## src/rtl/reg_file_16x8_if.sv

```systemverilog
// Register-file access bus: two combinational read ports, one write port, CPU output tap.
interface reg_file_16x8_if #(
    parameter int unsigned DATA_W = 8,
    parameter int unsigned ADDR_W = 4
);
    logic [ADDR_W-1:0] RA1;
    logic [ADDR_W-1:0] RA2;
    logic [ADDR_W-1:0] WA;
    logic [DATA_W-1:0] ALUResult;
    logic              write_enable;
    logic [DATA_W-1:0] RD1;
    logic [DATA_W-1:0] RD2;
    logic [DATA_W-1:0] cpu_out;

    // Datapath side: presents addresses and write data, consumes operands.
    modport master (
        output RA1, RA2, WA, ALUResult, write_enable,
        input  RD1, RD2, cpu_out
    );

    // Register file side.
    modport slave (
        input  RA1, RA2, WA, ALUResult, write_enable,
        output RD1, RD2, cpu_out
    );
endinterface

```

## src/rtl/reg_file_16x8.sv

```systemverilog
// 16 x 8 general-purpose register file: two async read ports, one sync write port,
// and the output register mirrored continuously on cpu_out.
module reg_file_16x8 #(
    parameter int unsigned DATA_W  = 8,
    parameter int unsigned ADDR_W  = 4,
    parameter int unsigned OUT_REG = 15
) (
    input  logic            CLK,
    input  logic            RST,
    reg_file_16x8_if.slave  bus
);
    localparam int unsigned NREGS = 2 ** ADDR_W;
    localparam logic [ADDR_W-1:0] OUT_IDX = ADDR_W'(OUT_REG);

    logic [DATA_W-1:0] mem_q [NREGS];
    logic [DATA_W-1:0] mem_d [NREGS];

    // Next-state storage: only the addressed register changes on a strobed write.
    always_comb begin
        mem_d = mem_q;
        if (bus.write_enable) begin
            mem_d[bus.WA] = bus.ALUResult;
        end
    end

    // Storage update; reset clears everything at once and blocks the write.
    always_ff @(posedge CLK or posedge RST) begin
        if (RST) begin
            mem_q <= '{default: '0};
        end else begin
            mem_q <= mem_d;
        end
    end

    // Reads come straight from storage, so a same-address write shows only after the edge.
    assign bus.RD1     = mem_q[bus.RA1];
    assign bus.RD2     = mem_q[bus.RA2];
    assign bus.cpu_out = mem_q[OUT_IDX];
endmodule

```

## src/flat_wrapper.sv

```systemverilog
// flat-port wrapper written by rule: the top's interface ports become plain ports
module reg_file_16x8_flat 
#(
    parameter int unsigned DATA_W  = 8,
    parameter int unsigned ADDR_W  = 4,
    parameter int unsigned OUT_REG = 15
)
  (CLK, RST, bus_RA1, bus_RA2, bus_WA, bus_ALUResult, bus_write_enable, bus_RD1, bus_RD2, bus_cpu_out);
  reg_file_16x8_if #(.DATA_W(DATA_W), .ADDR_W(ADDR_W)) bus_i ();
  input  logic CLK;
  input  logic RST;
  input wire logic [$bits(bus_i.RA1)-1:0] bus_RA1;
  input wire logic [$bits(bus_i.RA2)-1:0] bus_RA2;
  input wire logic [$bits(bus_i.WA)-1:0] bus_WA;
  input wire logic [$bits(bus_i.ALUResult)-1:0] bus_ALUResult;
  input wire logic [$bits(bus_i.write_enable)-1:0] bus_write_enable;
  output wire logic [$bits(bus_i.RD1)-1:0] bus_RD1;
  output wire logic [$bits(bus_i.RD2)-1:0] bus_RD2;
  output wire logic [$bits(bus_i.cpu_out)-1:0] bus_cpu_out;
  assign bus_i.RA1 = bus_RA1;
  assign bus_i.RA2 = bus_RA2;
  assign bus_i.WA = bus_WA;
  assign bus_i.ALUResult = bus_ALUResult;
  assign bus_i.write_enable = bus_write_enable;
  assign bus_RD1 = bus_i.RD1;
  assign bus_RD2 = bus_i.RD2;
  assign bus_cpu_out = bus_i.cpu_out;
  reg_file_16x8 #(.DATA_W(DATA_W), .ADDR_W(ADDR_W), .OUT_REG(OUT_REG)) u_core (.CLK(CLK), .RST(RST), .bus(bus_i));
endmodule
```

## config.mk

```make
export PLATFORM = sky130hd
export DESIGN_NAME = reg_file_16x8_flat
export DESIGN_NICKNAME = d
export VERILOG_FILES = /design/src/rtl/reg_file_16x8_if.sv /design/src/rtl/reg_file_16x8.sv /design/src/flat_wrapper.sv
export SDC_FILE = /design/constraint.sdc
export NUM_CORES = 1
export LEC_CHECK = 0
export CELL_PAD_IN_SITES_DETAIL_PLACEMENT = 1
export CELL_PAD_IN_SITES_GLOBAL_PLACEMENT = 2
export CORE_AREA = 8 8 135 137
export CTS_CLUSTER_DIAMETER = 100
export DETAILED_ROUTE_END_ITERATION = 6
export DIE_AREA = 0 0 143 145
export PLACE_DENSITY_LB_ADDON = 0.1
export SYNTH_ARGS = -nofsm -noshare
export SYNTH_HDL_FRONTEND = slang
export SYNTH_SLANG_ARGS = --single-unit
export TNS_END_PERCENT = 50
```

## constraint.sdc

```tcl
create_clock -name CLK -period 5.72 [get_ports CLK]
set_clock_uncertainty 0.05 [all_clocks]
set_input_delay 1.716 -clock CLK [delete_from_list [all_inputs] [get_ports CLK]]
set_output_delay 1.716 -clock CLK [all_outputs]
set_load 0.02 [all_outputs]
```

Word level (Yosys, flattened, before mapping)

Cells that the tools add are included.

$lt $le $gt $ge: 4
Mux-type cells: 9
Reduce and logical (&&, ||, !) cells: 1
$add $sub $neg: 0
Shift-type cells: 0
Divide/modulo/power cells: 0
Bitwise gates (word level): 3
Multiply operators: 0
Equal/unequal tests: 0

Operators by type and width:

| operator           | count |
|---|---|
| $bwmux 128         | 1 |
| $bmux 8 s4         | 2 |
| $mux 8             | 5 |
| $demux 8 s4        | 1 |
| $ge 5x5->1 const B | 3 |
| $not 4->5          | 3 |
| $lt 5x1->1 const B | 1 |
| $logic_and 1x1->1  | 1 |

Memory bits (writable): 0
ROM bits: 0
Logic and storage cells: 33
Input port bits: 23
Flip-flop bits (word level): 128
Memories kept: 0
Latch bits: 0

Logic depth before layout (Yosys ltp)

Word-level depth: 6
Gate-level depth with buffers: 6
Depth with buffers taken out: 3

Least setup slack after synthesis

No wires, ideal clock.

Path kind: input to output
From: input bus_RA2[1]
To: output bus_RD2[5]
Cell stages on the path: 6
Path buffers: 3
Arrival time: 2893 ps
Slack: 1061 ps
Cells stage by stage: buf_2 buf_2 buf_2 mux4_2 a22oi_1 nand2_1

Word-level cells in the longest chain between the ends: 4

Ends and longest elaborated chain:

| item                                      | RTL line            | RTL |
|---|---|---|
| start, declared                           | flat_wrapper.sv:13  | `input wire logic [$bits(bus_i.RA2)-1:0] bus_RA2;` |
| $not 4->5 (not written as such)           | reg_file_16x8.sv:37 | `assign bus.RD2 = mem_q[bus.RA2];` |
| $bmux 8 s4                                | reg_file_16x8.sv:37 |  |
| $mux 8 (not written as such) (2 in a row) | reg_file_16x8.sv:37 |  |
| end, declared                             | flat_wrapper.sv:18  | `output wire logic [$bits(bus_i.RD2)-1:0] bus_RD2;` |

Every way passes these cells. The select of a mux whose other input is x is not followed.

Final worst setup path

From: input bus_RA1[0]
To: output bus_RD1[1]

Word-level cells in the longest chain between the ends: 4

Ends and longest elaborated chain:

| item                                      | RTL line            | RTL |
|---|---|---|
| start, declared                           | flat_wrapper.sv:12  | `input wire logic [$bits(bus_i.RA1)-1:0] bus_RA1;` |
| $not 4->5 (not written as such)           | reg_file_16x8.sv:36 | `assign bus.RD1 = mem_q[bus.RA1];` |
| $bmux 8 s4                                | reg_file_16x8.sv:36 |  |
| $mux 8 (not written as such) (2 in a row) | reg_file_16x8.sv:36 |  |
| end, declared                             | flat_wrapper.sv:17  | `output wire logic [$bits(bus_i.RD1)-1:0] bus_RD1;` |

Every way passes these cells. The select of a mux whose other input is x is not followed.

==> flow_metrics.tcl <==
set metrics [dict create \
    run_status "finished, final reports clean" \
    grt_pass1_wl_um 30300 \
    grt_max_degree 66 \
    finalMaxSlewViolations 0 \
    seqPwrFrac_pct 40.2 \
    drt_iter0_markers 207 \
    synth_cell_types 22 \
    portBuffers 46 \
    cts_made_buffers 17 \
    wl_per_cell_um 27.6 \
    ioPinCount 47 \
    grt_pass1_vias 4728 \
    synth_nets 467 \
    synth-seq-cells 128 \
    p_int_mw 2.31 \
    drive_gt1_share_pct 46.8 \
    layout.nets 504 \
    vdd_ir_drop_max_uv 250 \
    clock_sinks 128 \
    wirelength_um 19700 \
    start_kind "input port" \
    crit_arrival_ps 3620 \
    syn_inst 444 \
    fin_crit_ps 5380 \
    cp_slowest_cell "mux4_1" \
    timing.slew.headroom_pct 44.0 \
    grt_overflow 0 \
    synth_top_area_share_pct 46.2 \
    num_vias 4248 \
    tightest_slew_ps 840 \
    synthTopCellsByArea "dfrtp_1 (46%), mux2_2 (21%), mux4_2 (13%)" \
    gp_congestion 0.731 \
    routed_via_density 5.95 \
    drtAntennaViolNets 0 \
    path_max_fanout 32 \
    cpPeakStageDelay_ps 600 \
    cts_hold_buf 0 \
    fin_crit_sh_pct 94.1 \
    fillers 1528 \
    area_delta_synth_final_pct 18.1 \
    clockBufferDepth 2 \
    drt_pre_antenna_iters 6 \
    coreArea_um2 16200 \
    finalSetupViolCount 0 \
    clock_latency_ps 410 \
    max_freq_mhz 186 \
    layout_common_cells "mux2_2 (128), dfrtp_1 (128), clkdlybuf4s50_1 (42), mux4_2 (41), a22oi_1 (32)" \
    reg2reg_to "u_core.bus.cpu_out[6]" \
    cts_setup_buffers 0 \
    initial_core_util_pct 42.9 \
    drc 0 \
    combPwrFrac_pct 23.5 \
    final.setup.tns_ps 0 \
    cts_htree_levels 4 \
    rows 47 \
    clockPowerShare_pct 36.3 \
    cts-resized-gates 0 \
    r2r_cells 1 \
    seq_area_um2 3200 \
    timing.reg2reg.setup_slack_ps 4850 \
    grt.total_usage_pct 20.0 \
    yosysSeqAreaShare_pct 46.2 \
    whs_path_depth 1 \
    regToRegStartpoint "u_core.bus.cpu_out[6]" \
    drv_cap 0 \
    antenna_cells 0 \
    min-delay-start "u_core.mem_q[116]" \
    cts_tree "done" \
    p_leak_nw 3.41 \
    yosysWarnings 0 \
    grt_setup_unrepaired "no" \
    hold_violations 0 \
    path_class "input port to primary output" \
    yosysTopAreaCell "dfrtp_1" \
    dp_hpwl_um 12700 \
    endpoint_kind "primary output" \
    clkTransAtPathRegs_ps 60 \
    die_area_um2 20700 \
    holdWs_ps 471 \
    die_w_um 143 \
    crit_chain "buf_2 > buf_12 > mux4_1 > a22oi_1 > nand2_1 > clkdlybuf4s50_1" \
    root_buffer "clkbuf_16" \
    cp_data_required_time_ps 3950 \
    holdCritPathClass "register to register" \
    syn_area_um2 6940 \
    die_y_um 145 \
    postSynthAreaPerCell_um2 15.6 \
    p_switching_uw 869 \
    swShare_pct 27.3 \
    grt_antenna_before_repair 0 \
    power_density_nw_per_um2 388 \
    min_to "u_core.mem_q[116]" \
    multiInputGateArea_um2 3470 \
]
[registers in the layout, indices dropped and copies added, names as in the netlist]
signal	flops
u_core.bus.cpu_out	8
u_core.mem_q	120
[through the flow]
stage | power [mW] | utilization, % | instance area (um2) | setup WS [ps] | std cells
2_1_floorplan | 1.79 | - | 6940 | 541 | 444
3_3_place_gp | 2.00 | 46.8 | 7570 | 314 | 682
3_5_place_dp | 2.05 | 46.8 | 7570 | 316 | 682
4_1_cts | 3.22 | 50.7 | 8190 | 310 | 714
5_1_grt | 3.32 | 50.7 | 8190 | 237 | 714
6_report | 3.18 | 50.7 | 8190 | 338 | 714
[how the worst max path moves through the flow]
stage               start               endpoint  slack (ps)  cells past startpoint
5_1_grt        bus_RA1[0]             bus_RD1[3]         240                      6
3_5_place_dp   bus_RA1[0]             bus_RD1[7]         320                      6
3_3_place_gp   bus_RA1[0]             bus_RD1[3]         310                      6
2_1_floorplan         RST  u_core.bus.cpu_out[0]         540                      1
4_1_cts        bus_RA1[0]             bus_RD1[1]         310                      6
6_report       bus_RA1[0]             bus_RD1[1]         340                      6
[power groups by stage]
stage | logic [mW] | registers [mW] | clock network [mW]
CTS | 0.761 | 1.28 | 1.18
global route | 0.804 | 1.31 | 1.21
floorplan | 0.561 | 1.23 | 0
global placement | 0.736 | 1.27 | 0
detailed placement | 0.756 | 1.29 | 0
finish | 0.748 | 1.28 | 1.15
[kinds of logic after synthesis]
| family | share of synthesized area (%) |
|---|---|
| AO/OA/AOI/OAI | 3.46 |
| buffers and inverters | 3.84 |
| flip-flops | 46.2 |
| multiplexers | 42.8 |
| AND/OR/NAND/NOR | 3.70 |
[critical path: cells and delay by family]
kind                   cells  cell delay [ps]
multiplexers               1              600
buffers and inverters      3              920
AND/OR/NAND/NOR            1              110
AO/OA/AOI/OAI              1              250
[area by class of cell]
type | count | share of cell area [%]
inverters | 1 | 0.0763
flip-flops and latches | 128 | 39.1
clock inverters | 14 | 2.31
well taps | 220 | 3.36
repair buffers | 61 | 7.51
clock buffers | 18 | 5.36
multi-input cells | 272 | 42.3
[per-layer routing]
metal | GRT usage, % | wire length [um]
met1 | 26.9 | 8860
met2 | 31.9 | 9670
met3 | 4.43 | 916
met4 | 5.64 | 242
met5 | 0 | 0
[synthesized netlist by cell type]
library cell	n
dfrtp_1	128
mux2_2	128
mux4_2	41
a22oi_1	32
mux4_1	23
nand2_1	18
buf_2	13
buf_4	10
clkbuf_1	10
nor2_2	9
buf_6	6
nand2b_1	6
nor2b_1	4
nand3b_1	3
nor2_1	3
and2_1	2
buf_1	2
clkbuf_2	2
and3_1	1
inv_1	1
nand3_1	1
nor3b_2	1
No activity file was read; power rests on OpenSTA's default activity.
